`src/rtl/counter_arbiter.sv`:
```
// counter_arbiter: round-robin arbiter that lends one shared down-counter to
// NREQ requesters, one timed interval at a time.
// Optional feature macro: COUNTER_ARBITER_ABORT_EN (compiles in i_abort handling).
//
// Ports:
//   i_clk, i_reset         rising-edge clock, synchronous active-high reset
//   i_req[NREQ]            per-requester request, held until its o_done
//   i_count[NREQ*CW]       requester n's interval length in [n*CW +: CW]
//   i_abort                cancel the in-flight interval (feature macro only)
//   o_grant[NREQ]          one-hot owner of the counter, zero when unowned
//   o_done[NREQ]           one-cycle completion pulse to the owner
//   o_aborted              high alongside o_done when the interval was cancelled
//   o_busy                 high whenever the FSM is not idle
//   o_remaining[CW]        counter value while counting, zero otherwise
module counter_arbiter #(
   parameter int NREQ = 4,
   parameter int CW   = 16
) (
   input  logic               i_clk,
   input  logic               i_reset,
   input  logic [NREQ-1:0]    i_req,
   input  logic [NREQ*CW-1:0] i_count,
   input  logic               i_abort,
   output logic [NREQ-1:0]    o_grant,
   output logic [NREQ-1:0]    o_done,
   output logic               o_aborted,
   output logic               o_busy,
   output logic [CW-1:0]      o_remaining
);

   localparam int IW = (NREQ > 1) ? $clog2(NREQ) : 1;

   typedef enum logic [1:0] {
      S_IDLE  = 2'd0,
      S_COUNT = 2'd1,
      S_DONE  = 2'd2
   } state_t;

   state_t          state_q;
   logic [IW-1:0]   last_q;     // index of the most recent winner
   logic [CW-1:0]   count_q;    // doubles as o_remaining: cleared outside COUNT
   logic [NREQ-1:0] grant_q;
   logic [NREQ-1:0] done_q;
   logic            aborted_q;
   logic            busy_q;

   // Round-robin winner for the current cycle.
   logic            win_vld;
   logic [IW-1:0]   win_idx;
   logic [IW:0]     cand_sum;
   logic [IW-1:0]   cand;
   logic [NREQ-1:0] grant_d;
   logic [CW-1:0]   count_d;

   logic            abort_req;

`ifdef COUNTER_ARBITER_ABORT_EN
   assign abort_req = i_abort;
`else
   // Abort is compiled out; the port stays so the interface does not change.
   logic unused_abort;
   assign unused_abort = i_abort;
   assign abort_req    = 1'b0;
`endif

   // Scan starts one past the last winner and wraps, so the previous owner
   // has the lowest priority this round.
   always_comb begin
      win_vld  = 1'b0;
      win_idx  = '0;
      cand_sum = '0;
      cand     = '0;
      for (int i = 1; i <= NREQ; i++) begin
         cand_sum = {1'b0, last_q} + (IW+1)'(i);
         if (cand_sum >= (IW+1)'(NREQ)) begin
            cand_sum = cand_sum - (IW+1)'(NREQ);
         end
         cand = cand_sum[IW-1:0];
         if (!win_vld && i_req[cand]) begin
            win_vld = 1'b1;
            win_idx = cand;
         end
      end
   end

   always_comb begin
      grant_d = '0;
      grant_d[win_idx] = 1'b1;
      count_d = i_count[win_idx*CW +: CW];
   end

   always_ff @(posedge i_clk) begin
      if (i_reset) begin
         state_q   <= S_IDLE;
         last_q    <= IW'(NREQ-1);   // requester 0 scanned first after reset
         count_q   <= '0;
         grant_q   <= '0;
         done_q    <= '0;
         aborted_q <= 1'b0;
         busy_q    <= 1'b0;
      end else begin
         case (state_q)
            S_IDLE: begin
               done_q    <= '0;
               aborted_q <= 1'b0;
               if (win_vld) begin
                  state_q <= S_COUNT;
                  grant_q <= grant_d;
                  count_q <= count_d;
                  last_q  <= win_idx;
                  busy_q  <= 1'b1;
               end
            end
            S_COUNT: begin
               // Zero is the last counting cycle, so an interval of N holds
               // the grant N+1 cycles and the counter never wraps.
               if (count_q == '0 || abort_req) begin
                  state_q   <= S_DONE;
                  done_q    <= grant_q;
                  grant_q   <= '0;
                  count_q   <= '0;
                  aborted_q <= abort_req;
               end else begin
                  count_q <= count_q - 1'b1;
               end
            end
            S_DONE: begin
               state_q   <= S_IDLE;
               done_q    <= '0;
               aborted_q <= 1'b0;
               busy_q    <= 1'b0;
            end
            default: begin
               state_q   <= S_IDLE;
               count_q   <= '0;
               grant_q   <= '0;
               done_q    <= '0;
               aborted_q <= 1'b0;
               busy_q    <= 1'b0;
            end
         endcase
      end
   end

   assign o_grant     = grant_q;
   assign o_done      = done_q;
   assign o_aborted   = aborted_q;
   assign o_busy      = busy_q;
   assign o_remaining = count_q;

endmodule
```
`config.mk`:
```
export PLATFORM = sky130hd
export DESIGN_NAME = counter_arbiter
export DESIGN_NICKNAME = d
export VERILOG_FILES = /design/src/rtl/counter_arbiter.sv
export SDC_FILE = /design/constraint.sdc
export NUM_CORES = 1
export LEC_CHECK = 0
export ABC_AREA = 1
export CAP_MARGIN = 20
export CORE_MARGIN = 3
export CORE_UTILIZATION = 48
export DETAILED_ROUTE_END_ITERATION = 8
export GPL_TIMING_DRIVEN = 0
export PLACE_DENSITY = 0.95
export SLEW_MARGIN = 20
export SYNTH_ARGS = -nofsm -noshare
export SYNTH_HDL_FRONTEND = slang
export SYNTH_SLANG_ARGS = --single-unit
```
`constraint.sdc`:
```
create_clock -name i_clk -period 5.1 [get_ports i_clk]
set_input_delay 1.02 -clock i_clk [delete_from_list [all_inputs] [get_ports i_clk]]
set_output_delay 1.02 -clock i_clk [all_outputs]
set_load 0.005 [all_outputs]
```
==> results of run 1 <==
-- cell usage in the layout (no fill, tap or decap) --
cell type | netlist | routed
buf_6 | 4 | 4
xnor2_1 | 7 | 7
clkbuf_1 | 4 | 5
nand3_4 | 1 | 1
buf_4 | 5 | 5
xor2_1 | 4 | 4
nand2_8 | 1 | 1
nand2_4 | 1 | 1
nand3_2 | 1 | 1
nand4_1 | 1 | 1
dfxtp_1 | 29 | 29
buf_2 | 8 | 8
nor2_1 | 20 | 20
inv_1 | 22 | 22
inv_2 | 5 | 5
nor4_1 | 3 | 3
clkbuf_8 | 0 | 5
a21oi_1 | 24 | 24
nor2_4 | 1 | 1
clkdlybuf4s50_1 | 0 | 93
a21oi_2 | 6 | 6
clkinv_2 | 0 | 2
conb_1 | 1 | 1
ha_1 | 2 | 2
o21ai_2 | 1 | 1
nand2_1 | 242 | 242
nand2_2 | 7 | 7
nand3_1 | 45 | 45
or2_2 | 3 | 3
o21ai_0 | 4 | 4
o211ai_1 | 1 | 1
nor3_1 | 3 | 3
nor2_2 | 1 | 1
-- cell families after synthesis --
kind of cell               Yosys count
buffers and inverters               48
DFF                                 29
adders and majority gates            2
and+or+nand+nor                    330
other                                1
AOI/OAI and AO/OA                   36
xor gates and xnor gates            11
-- area by class of cell --
| class | instances | area (sq um) |
|---|---|---|
| clock inverter | 2 | 10.01 |
| multi-input combinational | 380 | 1722 |
| timing repair buffer | 93 | 930.9 |
| fill | 434 | 1272 |
| sequential | 29 | 580.6 |
| clock buffer | 6 | 72.57 |
| tap | 67 | 83.83 |
| inverter | 27 | 101.3 |
| buffer | 21 | 137.6 |
-- where the power goes --
part,total [W],internal (W),switching (W),leakage (nW)
registers,0.000379,0.000296,0.0000829,0.239
logic,0.00186,0.000739,0.00112,1.50
clock network,0.000182,0.0000943,0.0000874,0.0450
total,0.00242,0.00113,0.00129,1.79
-- worst min-delay path by stage --
stage | endpoint | depth (start not counted)
final | o_done[0] | 2
after floorplan | o_busy | 2
after CTS | o_done[0] | 2
after global placement | o_done[2] | 2
after global routing | o_done[1] | 2
after detailed placement | o_done[0] | 2
-- state kept, by name, summed over array words and instances (netlist names) --
name and flops:
o_remaining 16, o_done 4, last_q 2, o_grant 4, o_busy 1, state_q 2
-- through the flow --
| step | std cells | hold WS, ps |
|---|---|---|
| finish | 625 | 466.7 |
| global placement | 617 | 452.0 |
| floorplan | 457 | 459.8 |
| global route | 625 | 493.9 |
| detailed placement | 617 | 458.6 |
| CTS | 625 | 468.2 |
-- layer usage --
metal  up-vias  track usage [%]
met5         -                0
met4         0            11.89
met3        26            4.308
met2       124            47.96
met1      1470            28.46
li1       1626                -
-- worst min-delay path, delay by kind of cell, from the launching register on --
family	cells	cell delay [ps]
and+or+nand+nor	1	60
DFF	1	310
AOI/OAI and AO/OA	1	50
==> impl_metrics.ini, run 1 <==
[run_status]
status = completed

[global_route]
grt_pass1_vias = 3106
grt_pass1_wl_microns = 13090
grt_max_degree = 11
grt-ovfl-total = 0
antenna_found_initial = 0
grtUsageTotal_pct = 25.84

[sta]
setup_viol = 0
hold_violations = 0
slew_headroom_pct = 62.83
period_share_pct = 56.08
finClkSkew_ps = 6.385
tightest_slew_ps = 557.6
max_freq_mhz = 349.6
worst_slack_ps = 2240
setup_tns_ps = 0
maxSlewViolCount = 0
min_period_ps = 2860
rsz0062_at_grt = no

[setup_path]
cp_common_cell = nand2_1
cp-endpoint = o_remaining[2]
cp-startpoint = i_req[1]
cpMaxStageDelayCell = clkdlybuf4s50_1
cp.buffers_inverters = 3
cp.depth = 18
r2r_slack_ps = 2890
cp.arrival_ps = 3070
required_ps = 5310
crit_path_start_kind = input pin
r2r_start = o_remaining[0]
crit_fanout = 10
setup.worst_path.end_class = register
setup.worst_path.class = in2reg
r2r-end = o_remaining[6]
path_delay_family = simple AND/OR/NAND/NOR gates
slowest_delay_ps = 490
path_cells = clkdlybuf4s50_1 > inv_1 > nand2_1 > nand3_1 > nand2_2 > nor2_4 > nand3_2 > nand2_2 > nand2_4 > buf_2 > nand3_1 > nand2_1 > nand2_1 > nand2_1 > nand2_1 > nand2_1 > nand2_1 > a21oi_1
ff2ff_path_depth = 12

[drt]
wl_microns = 8044
first_pass_iters = 4
via_count = 3246
ant_nets = 0
drt_iter0_drc = 199
via_per_inst = 5.194
met2_length_microns = 4128
wl_per_cell_microns = 12.87
drcViolationCount = 0
met3WireLength_microns = 473
drt-met1-wl_microns = 3164
routed.top_layer = met4

[layout]
num_antenna_cells = 0
syn_to_final_growth_pct = 43.18
drive_gt1_share_pct = 9.319
fin_area_sq_um = 3638
fin_util_pct = 74.09
nets = 630

[logic_synthesis]
syn-num-nets = 530
synth_most_common_cell = nand2_1
yosys-mux-area-fraction_pct = 0
synthArstFlopShare_pct = 0
synth.ff_latch_count = 29
post-synth-top-area-fraction_pct = 35.75
synth-edff-count = 0
synth_warnings = 0
syn-cell-area_sq_um = 2541
synth_simple_gate_area_share_pct = 54.60
synth_top_family_by_area = simple AND/OR/NAND/NOR gates
synthTopCellsByCount = 242 x nand2_1, 45 x nand3_1, 29 x dfxtp_1, 24 x a21oi_1, 22 x inv_1
synth-compound-area-share_pct = 8.223
ys.flop_type = dfxtp_1
synth_area_leaders = nand2_1 36%, dfxtp_1 23%, nand3_1 8.9%
ys_seq_area_share_pct = 22.85
netlist-cell-type-count = 30
yosysTopAreaCell = nand2_1
post_synth.cell_area_avg_sq_um = 5.561
synthAdderAreaFrac_pct = 0.9847
synthCells = 457
synth-xor-area-share_pct = 3.791

[hold_path]
min_from = o_done[0]
hold_class = reg2reg

[floorplanning]
start_util_pct = 51.75
rows = 25
die-area_sq_um = 6203
coreArea_sq_um = 4911
fp.dieH_microns = 78.76
fp.dieW_microns = 78.76
pin_count = 97

[clocking]
clk_pin_slew_worst_paths_ps = 60
cts_tree = yes
cts_hold_buffers = 0
cts_num_sinks = 29
cts_buffers = 5
cts_setup_buffers = 0
insertion_delay_ps = 280
ctsResizeCount = 0
clockBufferDepth = 2
cts-root-buf = clkbuf_8
htree_levels = 2

[power]
power_w = 0.002417
vdd_drop_max_mv = 0.3827
p_per_area_nw_per_um2 = 664.3
p_leak_nw = 1.786

[placement]
dp_slack_ps = 1978
dp_hpwl_microns = 6321
gp_congestion = 0.9304
port_buffers = 93
dpl-instance-area_sq_um = 3556

[run]
maxCapViolations = 0
Note: power is estimated with default switching activity, not from simulation.
==> inputs of run 2 (changes only) <==
--- a/config.mk
+++ b/config.mk
@@ -8,10 +8,10 @@
 export ABC_AREA = 1
 export CAP_MARGIN = 20
 export CORE_MARGIN = 3
-export CORE_UTILIZATION = 48
+export CORE_UTILIZATION = 45
 export DETAILED_ROUTE_END_ITERATION = 8
 export GPL_TIMING_DRIVEN = 0
-export PLACE_DENSITY = 0.95
+export PLACE_DENSITY = 0.92
 export SLEW_MARGIN = 20
 export SYNTH_ARGS = -nofsm -noshare
 export SYNTH_HDL_FRONTEND = slang
==> constraint.sdc (replaced) <==
create_clock -name i_clk -period 2.7 [get_ports i_clk]
set_input_delay 0.54 -clock i_clk [delete_from_list [all_inputs] [get_ports i_clk]]
set_output_delay 0.54 -clock i_clk [all_outputs]
set_load 0.005 [all_outputs]
==> run 2 against run 1 <==
Final cell count up 0.48%. Via count down 1.5%. Critical path depth down 1. Design area up 0.21%. Critical path type unchanged. Largest power group unchanged.
==> impl_metrics.ini, run 2 (synthesis results as in run 1) <==
[floorplanning]
rows = 26
coreArea_sq_um = 5270
pin_count = 97
die-area_sq_um = 6585
fp.dieH_microns = 81.15
start_util_pct = 48.22
fp.dieW_microns = 81.15

[setup_path]
cp.arrival_ps = 2590
setup.worst_path.end_class = register
path_delay_family = simple AND/OR/NAND/NOR gates
crit_fanout = 10
slowest_delay_ps = 420
setup.worst_path.class = in2reg
cp_common_cell = nand2_1
path_cells = clkdlybuf4s50_1 > inv_1 > nand2_1 > nand3_1 > nand2_2 > nor2_4 > nand3_2 > nand3_4 > buf_2 > nand3_1 > nand2_1 > nand2_1 > nand2_1 > nand2_1 > nand2_1 > nand2_1 > a21oi_2
r2r_slack_ps = 530
crit_path_start_kind = input pin
cp.buffers_inverters = 3
cpMaxStageDelayCell = clkdlybuf4s50_1
required_ps = 2910

[power]
switchingPower_w = 0.002427
p_leak_nw = 1.785
p_comb_share_pct = 76.8
p_int_w = 0.002133
seq_power_share_pct = 15.5
vdd_drop_max_mv = 0.5696
clkPwrFrac_pct = 7.7
power_w = 0.004559
p_sw_share_pct = 53.22
p_per_area_nw_per_um2 = 1251

[placement]
gp_congestion = 0.8812
dp_hpwl_microns = 6171
dpl-instance-area_sq_um = 3560
port_buffers = 93

[drt]
via_count = 3196
routed.top_layer = met4
wl_per_cell_microns = 12.49
ant_nets = 0
drcViolationCount = 0
met3WireLength_microns = 577
met2_length_microns = 3912
via_per_inst = 5.089
drt_iter0_drc = 248
drt-met1-wl_microns = 3184
wl_microns = 7845
first_pass_iters = 5

[clocking]
insertion_delay_ps = 280
cts_tree = yes
cts_setup_buffers = 0
cts_buffers = 5
cts_num_sinks = 29
clk_pin_slew_worst_paths_ps = 70
clockBufferDepth = 2
ctsResizeCount = 0
htree_levels = 2
cts_hold_buffers = 0
cts-root-buf = clkbuf_8

[layout]
multiInputGateArea_sq_um = 1722
final_common_cell = nand2_1
nets = 630
fin_area_sq_um = 3646
seq_area_sq_um = 580.6
drive_gt1_share_pct = 9.498
fill_cells = 500
syn_to_final_growth_pct = 43.48
mostFrequentLayoutCells = 242 x nand2_1, 93 x clkdlybuf4s50_1, 45 x nand3_1
largest_reg_flops = 16
num_antenna_cells = 0

[sta]
setup_tns_ps = 0
finClkSkew_ps = 9.197
tightest_slew_ps = 551.2
setup_viol = 0
min_period_ps = 2381
max_freq_mhz = 420.0
maxSlewViolCount = 0
slew_headroom_pct = 63.26
hold_violations = 0
period_share_pct = 88.19
rsz0062_at_grt = no

[global_route]
grt_pass1_wl_microns = 12720
grt_pass1_vias = 2990
grt_max_degree = 11
antenna_found_initial = 0
grtUsageTotal_pct = 24.40
grt-ovfl-total = 0

[hold_path]
hold_class = reg2reg

[run_status]
status = completed

[run]
maxCapViolations = 0
## run 2: metrics by stage
stage	setup WS, ps	cells	hold slack [ps]	util, %
finish	319.0	628	465.2	69.18
CTS	343.1	628	467.4	69.18
global placement	146.5	620	451.6	67.55
global route	117.2	628	483.9	69.18
detailed placement	56.91	620	456.8	67.55
floorplan	787.0	457	459.8	-
## run 2: worst reg2reg max path, stage by stage, from the launching register on
cell and delay, ps:
dfxtp_1 340, inv_1 160, ha_1 180, inv_1 60, nor4_1 220, nand3_1 150, nand2_1 250, inv_1 110
clkbuf_1 250, nand2_1 110, nand2_1 60, nand2_1 70, a21oi_1 70
## run 2: final cells by class
cell class	instances	share of cell area (%)
Sequential cell	29	15.92
Timing Repair Buffer	93	25.53
Tap cell	70	2.402
Inverter	27	2.780
Buffer	21	3.775
Clock buffer	5	1.887
Multi-Input combinational cell	380	47.22
Clock inverter	3	0.4804
## run 2: routing by layer
layer | vias up | GRT usage, %
met5 | - | 0
met4 | 0 | 7.432
met3 | 20 | 5.654
met2 | 143 | 44.17
met1 | 1404 | 28.32
li1 | 1629 | -
## run 2: path summary, 6_finish.rpt
kind / from / cells past startpoint / to
max: i_req[1] / 17 / o_remaining[15]
max reg2reg: o_remaining[0] / 12 / o_remaining[2]
min: o_done[2] / 2 / o_done[2]
min reg2reg: o_done[2] / 2 / o_done[2]
## run 2: power by group through the flow
stage / Combinational (W) / Sequential, W / Clock (W)
5_1_grt: 0.00394 / 0.000727 / 0.000375
3_3_place_gp: 0.00334 / 0.000708 / 0
4_1_cts: 0.00347 / 0.000705 / 0.000356
2_1_floorplan: 0.00256 / 0.000693 / 0
3_5_place_dp: 0.00345 / 0.000713 / 0
6_report: 0.00350 / 0.000709 / 0.000350
